`src/rtl/mer_meter_qam.sv`:
```
// Square M-QAM slicer and MER meter: acquires the reference level, then averages error and signal power over 2^WIN_LOG2 symbols.
// Define MER_METER_DC_EN to also estimate the per-rail DC offset during ACQ_REF and remove it before slicing.
module mer_meter_qam #(
  parameter int DATA_WIDTH = 18,
  parameter int LEVELS     = 4,
  parameter int WIN_LOG2   = 20
) (
  input  logic                  clk,
  input  logic                  reset,
  input  logic                  sym_en,
  input  logic                  start,
  input  logic                  cont,
  input  logic [DATA_WIDTH-1:0] I_in,
  input  logic [DATA_WIDTH-1:0] Q_in,
  output logic [DATA_WIDTH-1:0] I_dec,
  output logic [DATA_WIDTH-1:0] Q_dec,
  output logic [DATA_WIDTH-1:0] ref_level,
  output logic [DATA_WIDTH-1:0] mean_err_power,
  output logic [DATA_WIDTH-1:0] mean_sig_power,
  output logic                  busy,
  output logic                  done
);
  localparam int DW = DATA_WIDTH;
  localparam int AW = DATA_WIDTH + WIN_LOG2 + 1;
  localparam int LG = $clog2(LEVELS);

  typedef logic [DW-1:0]        word_t;
  typedef logic signed [DW:0]   err_t;
  typedef logic signed [DW+3:0] wide_t;
  typedef logic [AW-1:0]        acc_t;
  typedef logic [WIN_LOG2:0]    cnt_t;
  typedef enum logic [1:0] {IDLE, ACQ_REF, MEASURE, DONE} state_t;

  localparam cnt_t  ACQ_LAST  = cnt_t'((1 << WIN_LOG2) - 1);
  localparam cnt_t  MEAS_LAST = cnt_t'(1 << WIN_LOG2);
  localparam wide_t POS_MAX   = {5'b00000, {(DW-1){1'b1}}};
  localparam wide_t NEG_MIN   = {5'b11111, {(DW-1){1'b0}}};

  function automatic word_t abs_sat(input word_t v);
    if (v[DW-1] && v[DW-2:0] == '0) return {1'b0, {(DW-1){1'b1}}};
    return v[DW-1] ? word_t'(-v) : v;
  endfunction

  function automatic word_t sat_word(input wide_t v);
    if (v > POS_MAX) return POS_MAX[DW-1:0];
    if (v < NEG_MIN) return NEG_MIN[DW-1:0];
    return v[DW-1:0];
  endfunction

  // Index = number of thresholds (2j-LEVELS)*a at or below x, so ties land on the higher level.
  function automatic word_t slice(input word_t x, input word_t step);
    wide_t a, xw;
    int    k;
    a  = wide_t'({1'b0, step});
    xw = wide_t'($signed(x));
    k  = 0;
    for (int j = 1; j < LEVELS; j++)
      if (xw >= a * wide_t'(2 * j - LEVELS)) k++;
    return sat_word(a * wide_t'(2 * k - LEVELS + 1));
  endfunction

  function automatic word_t square_sat(input err_t v);
    logic signed [2*DW+1:0] vw, p;
    vw = {{(DW+1){v[DW]}}, v};
    p  = (vw * vw) >>> (DW - 1);
    if (p[2*DW+1:DW] != '0) return '1;
    return p[DW-1:0];
  endfunction

  function automatic word_t mean_sat(input acc_t v);
    acc_t s;
    s = v >> WIN_LOG2;
    if (s[AW-1:DW] != '0) return '1;
    return s[DW-1:0];
  endfunction

  state_t state;
  cnt_t   cnt;
  acc_t   acc_ref, acc_err, acc_sig;
  acc_t   ref_sum, err_sum, sig_sum;
  word_t  xi_reg, xq_reg;
  word_t  xi_eff, xq_eff, step, dec_i_nx, dec_q_nx;

`ifdef MER_METER_DC_EN
  typedef logic signed [DW+WIN_LOG2-1:0] dc_acc_t;
  dc_acc_t acc_dc_i, acc_dc_q, dc_sum_i, dc_sum_q;
  word_t   dc_i, dc_q;
`endif

  always_comb begin
    // NOTE: every combinational result gets a default first so no path leaves it unassigned and infers a latch.
    xi_eff = I_in;
    xq_eff = Q_in;
`ifdef MER_METER_DC_EN
    xi_eff   = sat_word(wide_t'($signed(I_in)) - wide_t'($signed(dc_i)));
    xq_eff   = sat_word(wide_t'($signed(Q_in)) - wide_t'($signed(dc_q)));
    dc_sum_i = acc_dc_i + dc_acc_t'($signed(I_in));
    dc_sum_q = acc_dc_q + dc_acc_t'($signed(Q_in));
`endif
    step     = (ref_level << 1) >> LG;
    dec_i_nx = slice(xi_eff, step);
    dec_q_nx = slice(xq_eff, step);
    ref_sum  = acc_ref + acc_t'(abs_sat(I_in)) + acc_t'(abs_sat(Q_in));
    err_sum  = acc_err
             + acc_t'(square_sat(err_t'($signed(xi_reg)) - err_t'($signed(I_dec))))
             + acc_t'(square_sat(err_t'($signed(xq_reg)) - err_t'($signed(Q_dec))));
    sig_sum  = acc_sig
             + acc_t'(square_sat(err_t'($signed(I_dec))))
             + acc_t'(square_sat(err_t'($signed(Q_dec))));
  end

  // NOTE: sequential state uses non-blocking assignments so every register samples pre-edge values.
  always_ff @(posedge clk or negedge reset) begin
    if (!reset) begin
      state          <= IDLE;
      cnt            <= '0;
      acc_ref        <= '0;
      acc_err        <= '0;
      acc_sig        <= '0;
      xi_reg         <= '0;
      xq_reg         <= '0;
      I_dec          <= '0;
      Q_dec          <= '0;
      ref_level      <= '0;
      mean_err_power <= '0;
      mean_sig_power <= '0;
      busy           <= 1'b0;
      done           <= 1'b0;
`ifdef MER_METER_DC_EN
      acc_dc_i       <= '0;
      acc_dc_q       <= '0;
      dc_i           <= '0;
      dc_q           <= '0;
`endif
    end else if (sym_en) begin
      xi_reg <= xi_eff;
      xq_reg <= xq_eff;
      I_dec  <= dec_i_nx;
      Q_dec  <= dec_q_nx;
      case (state)
        IDLE: if (start) begin
          acc_ref <= '0;
          cnt     <= '0;
`ifdef MER_METER_DC_EN
          acc_dc_i <= '0;
          acc_dc_q <= '0;
`endif
          state   <= ACQ_REF;
          busy    <= 1'b1;
        end
        ACQ_REF: begin
          acc_ref <= ref_sum;
          cnt     <= cnt + cnt_t'(1);
`ifdef MER_METER_DC_EN
          acc_dc_i <= dc_sum_i;
          acc_dc_q <= dc_sum_q;
`endif
          if (cnt == ACQ_LAST) begin
            ref_level <= word_t'(ref_sum >> (WIN_LOG2 + 1));
`ifdef MER_METER_DC_EN
            dc_i <= word_t'(dc_sum_i >>> WIN_LOG2);
            dc_q <= word_t'(dc_sum_q >>> WIN_LOG2);
`endif
            cnt     <= '0;
            acc_err <= '0;
            acc_sig <= '0;
            state   <= MEASURE;
          end
        end
        MEASURE: begin
          cnt <= cnt + cnt_t'(1);
          // The first symbol only primes the pipeline with a sample sliced against the current reference.
          if (cnt != '0) begin
            acc_err <= err_sum;
            acc_sig <= sig_sum;
          end
          if (cnt == MEAS_LAST) begin
            mean_err_power <= mean_sat(err_sum);
            mean_sig_power <= mean_sat(sig_sum);
            state          <= DONE;
            busy           <= 1'b0;
            done           <= 1'b1;
          end
        end
        DONE: if (start) begin
          acc_ref <= '0;
          cnt     <= '0;
`ifdef MER_METER_DC_EN
          acc_dc_i <= '0;
          acc_dc_q <= '0;
`endif
          state   <= ACQ_REF;
          busy    <= 1'b1;
          done    <= 1'b0;
        end else if (cont) begin
          acc_err <= '0;
          acc_sig <= '0;
          cnt     <= '0;
          state   <= MEASURE;
          busy    <= 1'b1;
          done    <= 1'b0;
        end
        default: state <= IDLE;
      endcase
    end
  end
endmodule

```
`config.mk`:
```
export PLATFORM = sky130hd
export DESIGN_NAME = mer_meter_qam
export DESIGN_NICKNAME = d
export VERILOG_FILES = /design/src/rtl/mer_meter_qam.sv
export SDC_FILE = /design/constraint.sdc
export NUM_CORES = 2
export LEC_CHECK = 0
export ABC_AREA = 1
export CORE_MARGIN = 1.5
export CORE_UTILIZATION = 60
export CTS_BUF_LIST = sky130_fd_sc_hd__clkbuf_16
export DETAILED_ROUTE_END_ITERATION = 16
export PLACE_DENSITY = 0.78
export SLEW_MARGIN = 20
export SYNTH_ARGS = -nofsm -noshare
export SYNTH_HDL_FRONTEND = slang
export SYNTH_SLANG_ARGS = --single-unit
export TNS_END_PERCENT = 100
```
`constraint.sdc`:
```
create_clock -name clk -period 9.48 [get_ports clk]
set_input_delay 1.896 -clock clk [delete_from_list [all_inputs] [get_ports clk]]
set_output_delay 1.896 -clock clk [all_outputs]
set_load 0.02 [all_outputs]
```
# Yosys cells after proc, flatten, opt, wreduce, memory -nomap -nowiden
# Index checks and enable logic that the tools add are counted.
op_classes:
  add_sub_neg: 20
  multipliers: 6
  order_cmp: 10
  n_eq_ne: 13
  n_mux: 81
  n_reduce_logical: 23
ops:
  columns: ["cell", "n"]
  rows:
  - ["18-bit 2-to-1 mux", 26]
  - ["39-bit by 18-bit adder with 39-bit output", 6]
  - ["39-bit 2-to-1 mux", 6]
  - ["39-bit case mux with 3 select lines", 2]
  - ["21-bit 2-to-1 mux", 5]
  - ["21-bit case mux with 4 select lines", 1]
  - ["20-bit nonzero test", 4]
  - ["39-bit case mux with 2 select lines", 1]
  - ["19-bit by 19-bit multiplier with 38-bit output", 2]
  - ["18-bit by 18-bit multiplier with 36-bit output", 2]
  - ["22-bit by 2-bit adder with 22-bit output, second input constant", 2]
  - ["18-bit by 22-bit >= comparator with 1-bit output", 2]
  - ["22-bit by 18-bit > comparator with 1-bit output, second input constant", 2]
  - ["22-bit by 18-bit < comparator with 1-bit output, second input constant", 2]
  - ["17-bit by 22-bit multiplier with 22-bit output", 2]
  - ["22-bit by 4-bit subtractor with 22-bit output, second input constant", 2]
  - ["18-bit by 18-bit subtractor with 19-bit output", 2]
  - ["18-bit by 1-bit >= comparator with 1-bit output, second input constant", 2]
  - ["18-bit >= comparator", 2]
  - ["18-bit negation", 2]
  - ["17-bit zero test", 2]
  - ["1-bit 2-to-1 mux", 29]
  - ["21-bit by 1-bit adder with 21-bit output, second input constant", 1]
  - ["21-bit by 2-bit adder with 21-bit output, second input constant", 1]
  - ["other kinds (25)", 45]
word_totals:
  register_bits: 268
  out_inout_bits: 92

# Logic depth before layout (Yosys ltp)
depth:
  depth_word: 15
  mapped_depth: 62
  ltp_nobuf: 59

# Worst setup path before layout
# Ideal clock, no wire load.
synth_path:
  path_kind: "register to register"
  from: "register Q_dec[11]"
  to: "register mean_err_power[11]"
  setup_time_ns: 0.130
  arrival_ns: 10.303
  setup_slack_ns: -0.953
  path_stages_with_launch: 48
  n_path_buf: 5
  synth_period_minus_slack_ns: 10.433
  cell_sequence: "dfrtp_1 clkbuf_1 buf_1 inv_1 ha_1 nand2_1 o21ai_0 nand2_1 o2111ai_1 nand2_1 a22oi_2 clkbuf_1 nor2_1 fa_1 inv_1 fa_1 inv_1 fa_1 [12 not listed] nand2_1 nand2_2 nand2_4 buf_6 nor2_2 fa_1 inv_1 ha_1 a21o_1 o21ai_0 nand2_1 a21oi_1 nand2_1 nand3_1 nand2_1 nor2_2 buf_2 a31oi_1"
synth_via:
  elab_chain_cells: 11
synth_rtl:
  columns: ["element", "line", "source"]
  rows:
  - ["start, declared", "16", "output logic [DATA_WIDTH-1:0] Q_dec,"]
  - ["start signal, assigned", "139", "Q_dec <= dec_q_nx;"]
  - ["18-bit by 18-bit subtractor with 19-bit output (*)", "106", "+ acc_t'(square_sat(err_t'($signed(xq_reg)) - err_t'($signed(Q_dec))));"]
  - ["19-bit by 19-bit multiplier with 38-bit output (*)", "65", "p = (vw * vw) >>> (DW - 1);"]
  - ["20-bit nonzero test", "66", "if (p[2*DW+1:DW] != '0) return '1;"]
  - ["1-bit 2-to-1 mux", "66", null]
  - ["18-bit 2-to-1 mux (*)", "67", "return p[DW-1:0];"]
  - ["39-bit by 18-bit adder with 39-bit output (*)", "106", null]
  - ["1-bit 2-to-1 mux", "73", "if (s[AW-1:DW] != '0) return '1;"]
  - ["1-bit 2-to-1 mux", "177", "if (cnt == MEAS_LAST) begin"]
  - ["1-bit 2-to-1 mux", "140", "case (state)"]
  - ["1-bit 2-to-1 mux", "135", "end else if (sym_en) begin"]
  - ["18-bit 2-to-1 mux (*)", "74", "return s[DW-1:0];"]
  - ["end signal, assigned", "178", "mean_err_power <= mean_sat(err_sum);"]
  - ["end, declared", "18", "output logic [DATA_WIDTH-1:0] mean_err_power,"]
# Every way passes the cells marked *; elsewhere a longest branch is shown, timed or not. The select of a mux whose other input is x is not followed.
# A chain may end at the register's enable or synchronous reset.

# Worst setup path in the final report
layout_path:
  from: "register Q_dec[0]"
  to: "register mean_err_power[16]"
# Same word-level chain as after synthesis.

==> summary.md <==
| Metric | Value |
|---|---|
| Most common cell after layout, fill and taps aside | `inv_1` |
| Hold EP | `ref_level[17]` |
| Avg WL per Cell | `roughly 19 um` |
| FF-to-FF End | `mean_err_power[16]` |
| Hold wc startpoint | `ref_level[17]` |
| Register area share after synthesis | `0.0868` |
| Slowest stage delay, CP | `roughly 0.56 ns` |
| Clock sink count | `~270` |
| Fin worst setup slack | `-0.787 ns` |
| Vias/cell | `5.51` |
| Setup_tns | `-33.77 ns` |
| Total GRT Usage | `0.368` |
| H-tree depth | `2` |
| Setup WS pre-CTS | `-1.02 ns` |
| CP Class | `reg2reg` |
| Routed Antenna Nets | `0` |
| CP Launch Type | `register` |
| Worst hold path type | `reg2reg` |
| Worst path slowest cell | `fa_1` |
| First-pass GRT wire length | `~380 mm` |
| FF-to-FF Start | `Q_dec[0]` |
| Initial antenna violation count | `7` |
| GRT overflow | `0` |
| Delay-heaviest family, CP | `adder cells` |
| Worst Setup End Kind | `register` |
| Asr flop ratio synth | `1.00` |
| Final slew viol count | `0` |
| Hold violation count in the final report | `0` |
| Die area | `~130000 um2` |
| Critical Path Most Common Cell | `nand2_2` |
| Die W | `362 um` |
| CP Data Arrival Time | `10.76 ns` |
| Tcrit/Tclk final | `1.08` |
| Die H | `362 um` |
| Top flop regs | `acc_err x39, acc_ref x39, acc_sig x39` |
| Setup violations, final | `53` |
| Post-Place Cells | `12.1k` |
| Initial core utilization | `0.605` |
| R2R depth | `57` |
| Ports | `between 100 and 150` |
| CP required | `9.97 ns` |
| Syn Inst Count | `9487` |
| Slew at the pin closest to its max-slew limit | `1.17 ns` |
| Crit. path cell count | `between 50 and 60` |
| Drt first-iter violations | `5062` |
| Via Count | `68.0k` |
| RSZ-0062 raised after global routing | `yes` |
| Root cell of the clock tree | `clkbuf_16` |
| Fmax | `between 90 and 100 MHz` |
| Worst-skew pair later-pin latency | `approximately 0.6 ns` |
| # nets final | `roughly 13k` |
| # hold bufs at CTS | `0` |
| Worst path bufs/invs | `13` |
| Ys Warns | `0` |
| RD Place Congestion | `between 0.9 and 1` |
| Synthesized Nets | `11.8k` |
| Status | `complete, but fails checks` |
| DP Wirelength | `194 mm` |
| Clock transition at the registers of the reported paths | `0.06 ns` |
| Core Box Area | `about 130000 um2` |
| # port buffers | `132` |
| Drt total wl | `238 mm` |
| Max-cap viol count | `0` |
| Final cell count without fillers | `12.3k` |
| Violated checks | `negative setup slack` |
| Post-synth EDFFs | `0` |
| Most frequent cells in the layout | `inv_1, fa_1, nand2_1` |
| Number of global-route vias before repair | `73.4k` |
| Critical Path Source | `Q_dec[0]` |
| Area grow syn2layout | `22.7%` |
| Yosys cell types | `69` |
| FP Rows | `131` |
| Residual DRC | `0` |
| TritonRoute pass-1 iters | `6` |
| Slew HR | `0.218` |
| Share of layout cells above drive strength 1 | `0.196` |
| Syn Area/Cell | `8.14 um2` |
| CTS tree | `built` |
| Clk buf depth | `3` |
| Maximum fanout along the worst path | `6` |
| Post-Syn Area | `77300 um2` |
| #FFs+latches synth | `approximately 270` |
| Ys flop type | `dfrtp_1` |
| Minimum clock period | `10.27 ns` |
| R2R Setup Slk | `-0.79 ns` |
| Hold Path Stages | `2` |
| TritonCTS Buffers | `37` |
| Final clock skew | `0.0442 ns` |
| Largest net degree at the start of global routing | `73` |
==> per-stage QoR <==
stage	util	cell area (um2)	hold WS, ns
final	0.742	94800	0.487
after global routing	0.742	94800	0.521
after CTS	0.724	92500	0.489
after detailed placement	0.694	88700	0.470
after global placement	0.694	88700	0.460
after floorplan	-	78000	0.446
==> routing by layer <==
| layer | vias to the layer above | GRT usage | wire length (um) |
|---|---|---|---|
| met1 | 33400 | 0.457 | 89400 |
| met3 | 884 | 0.0704 | 20800 |
| met4 | 6 | 0.178 | 14400 |
| met5 | - | 0 | 41 |
| met2 | 2985 | 0.618 | 114000 |
| li1 | 30700 | - | - |
==> kinds of logic (layout without fill, tap and decap cells) <==
group,after synthesis,in the layout,share of synthesized area
AND/OR/NAND/NOR,2865,2868,0.153
buffers and inverters,2835,4023,0.140
adder cells (fa/ha/maj),2273,2273,0.518
AO/OA/AOI/OAI,980,980,0.0712
flip-flops,268,268,0.0868
XOR/XNOR,266,266,0.0310
other,0,2,0
==> worst max-delay path by stage <==
stage	endpoint	slack, ns
5_1_grt	mean_err_power[17]	-1.14
3_5_place_dp	mean_err_power[6]	-1.02
2_1_floorplan	mean_err_power[8]	0.005
6_report	mean_err_power[16]	-0.79
3_3_place_gp	Q_dec[7]	-0.98
4_1_cts	mean_err_power[6]	-0.49
==> tightest hold or removal path: stages, from the launching register on <==
cell and delay [ns]:
dfrtp_1 0.34, nand2_1 0.05, nand2_1 0.06
==> cell type report <==
| cell class | count | area [um2] |
|---|---|---|
| diodes | 2 | 5.00 |
| clock buffers | 37 | 926 |
| clock inverters | 28 | 243 |
| fillers | 8986 | 32900 |
| inverters | 2630 | 9910 |
| multi-input cells | 6387 | 63800 |
| flip-flops and latches | 268 | 6740 |
| well taps | 1662 | 2080 |
| repair buffers | 1328 | 11100 |
==> synth_stat cells (66+ instances only) <==
library cell     n  area share
nor2_1         778       0.038
inv_1         2603        0.13
o22ai_1         66      0.0053
nand2_1       1539       0.075
o21ai_0        295       0.019
xor2_1         175       0.020
xnor2_1         84      0.0095
nand4_1         83      0.0067
nand3_1        210       0.014
a21oi_1        419       0.027
ha_1           730        0.12
nor3_1         105      0.0068
clkbuf_1       118      0.0057
fa_1          1543        0.40
dfrtp_1        268       0.087
==> repair_timing <==
item,CTS,global route
endpoints found under the hold margin,0,0
pin swaps,192,235
buffers inserted,81,58
gates cloned,5,5
resized for setup,488,446
endpoints found under the setup margin,91,127
Power is left out: the tool's default activity adds up to more than one toggle a clock period on the data nets, which glitch-free logic cannot reach.
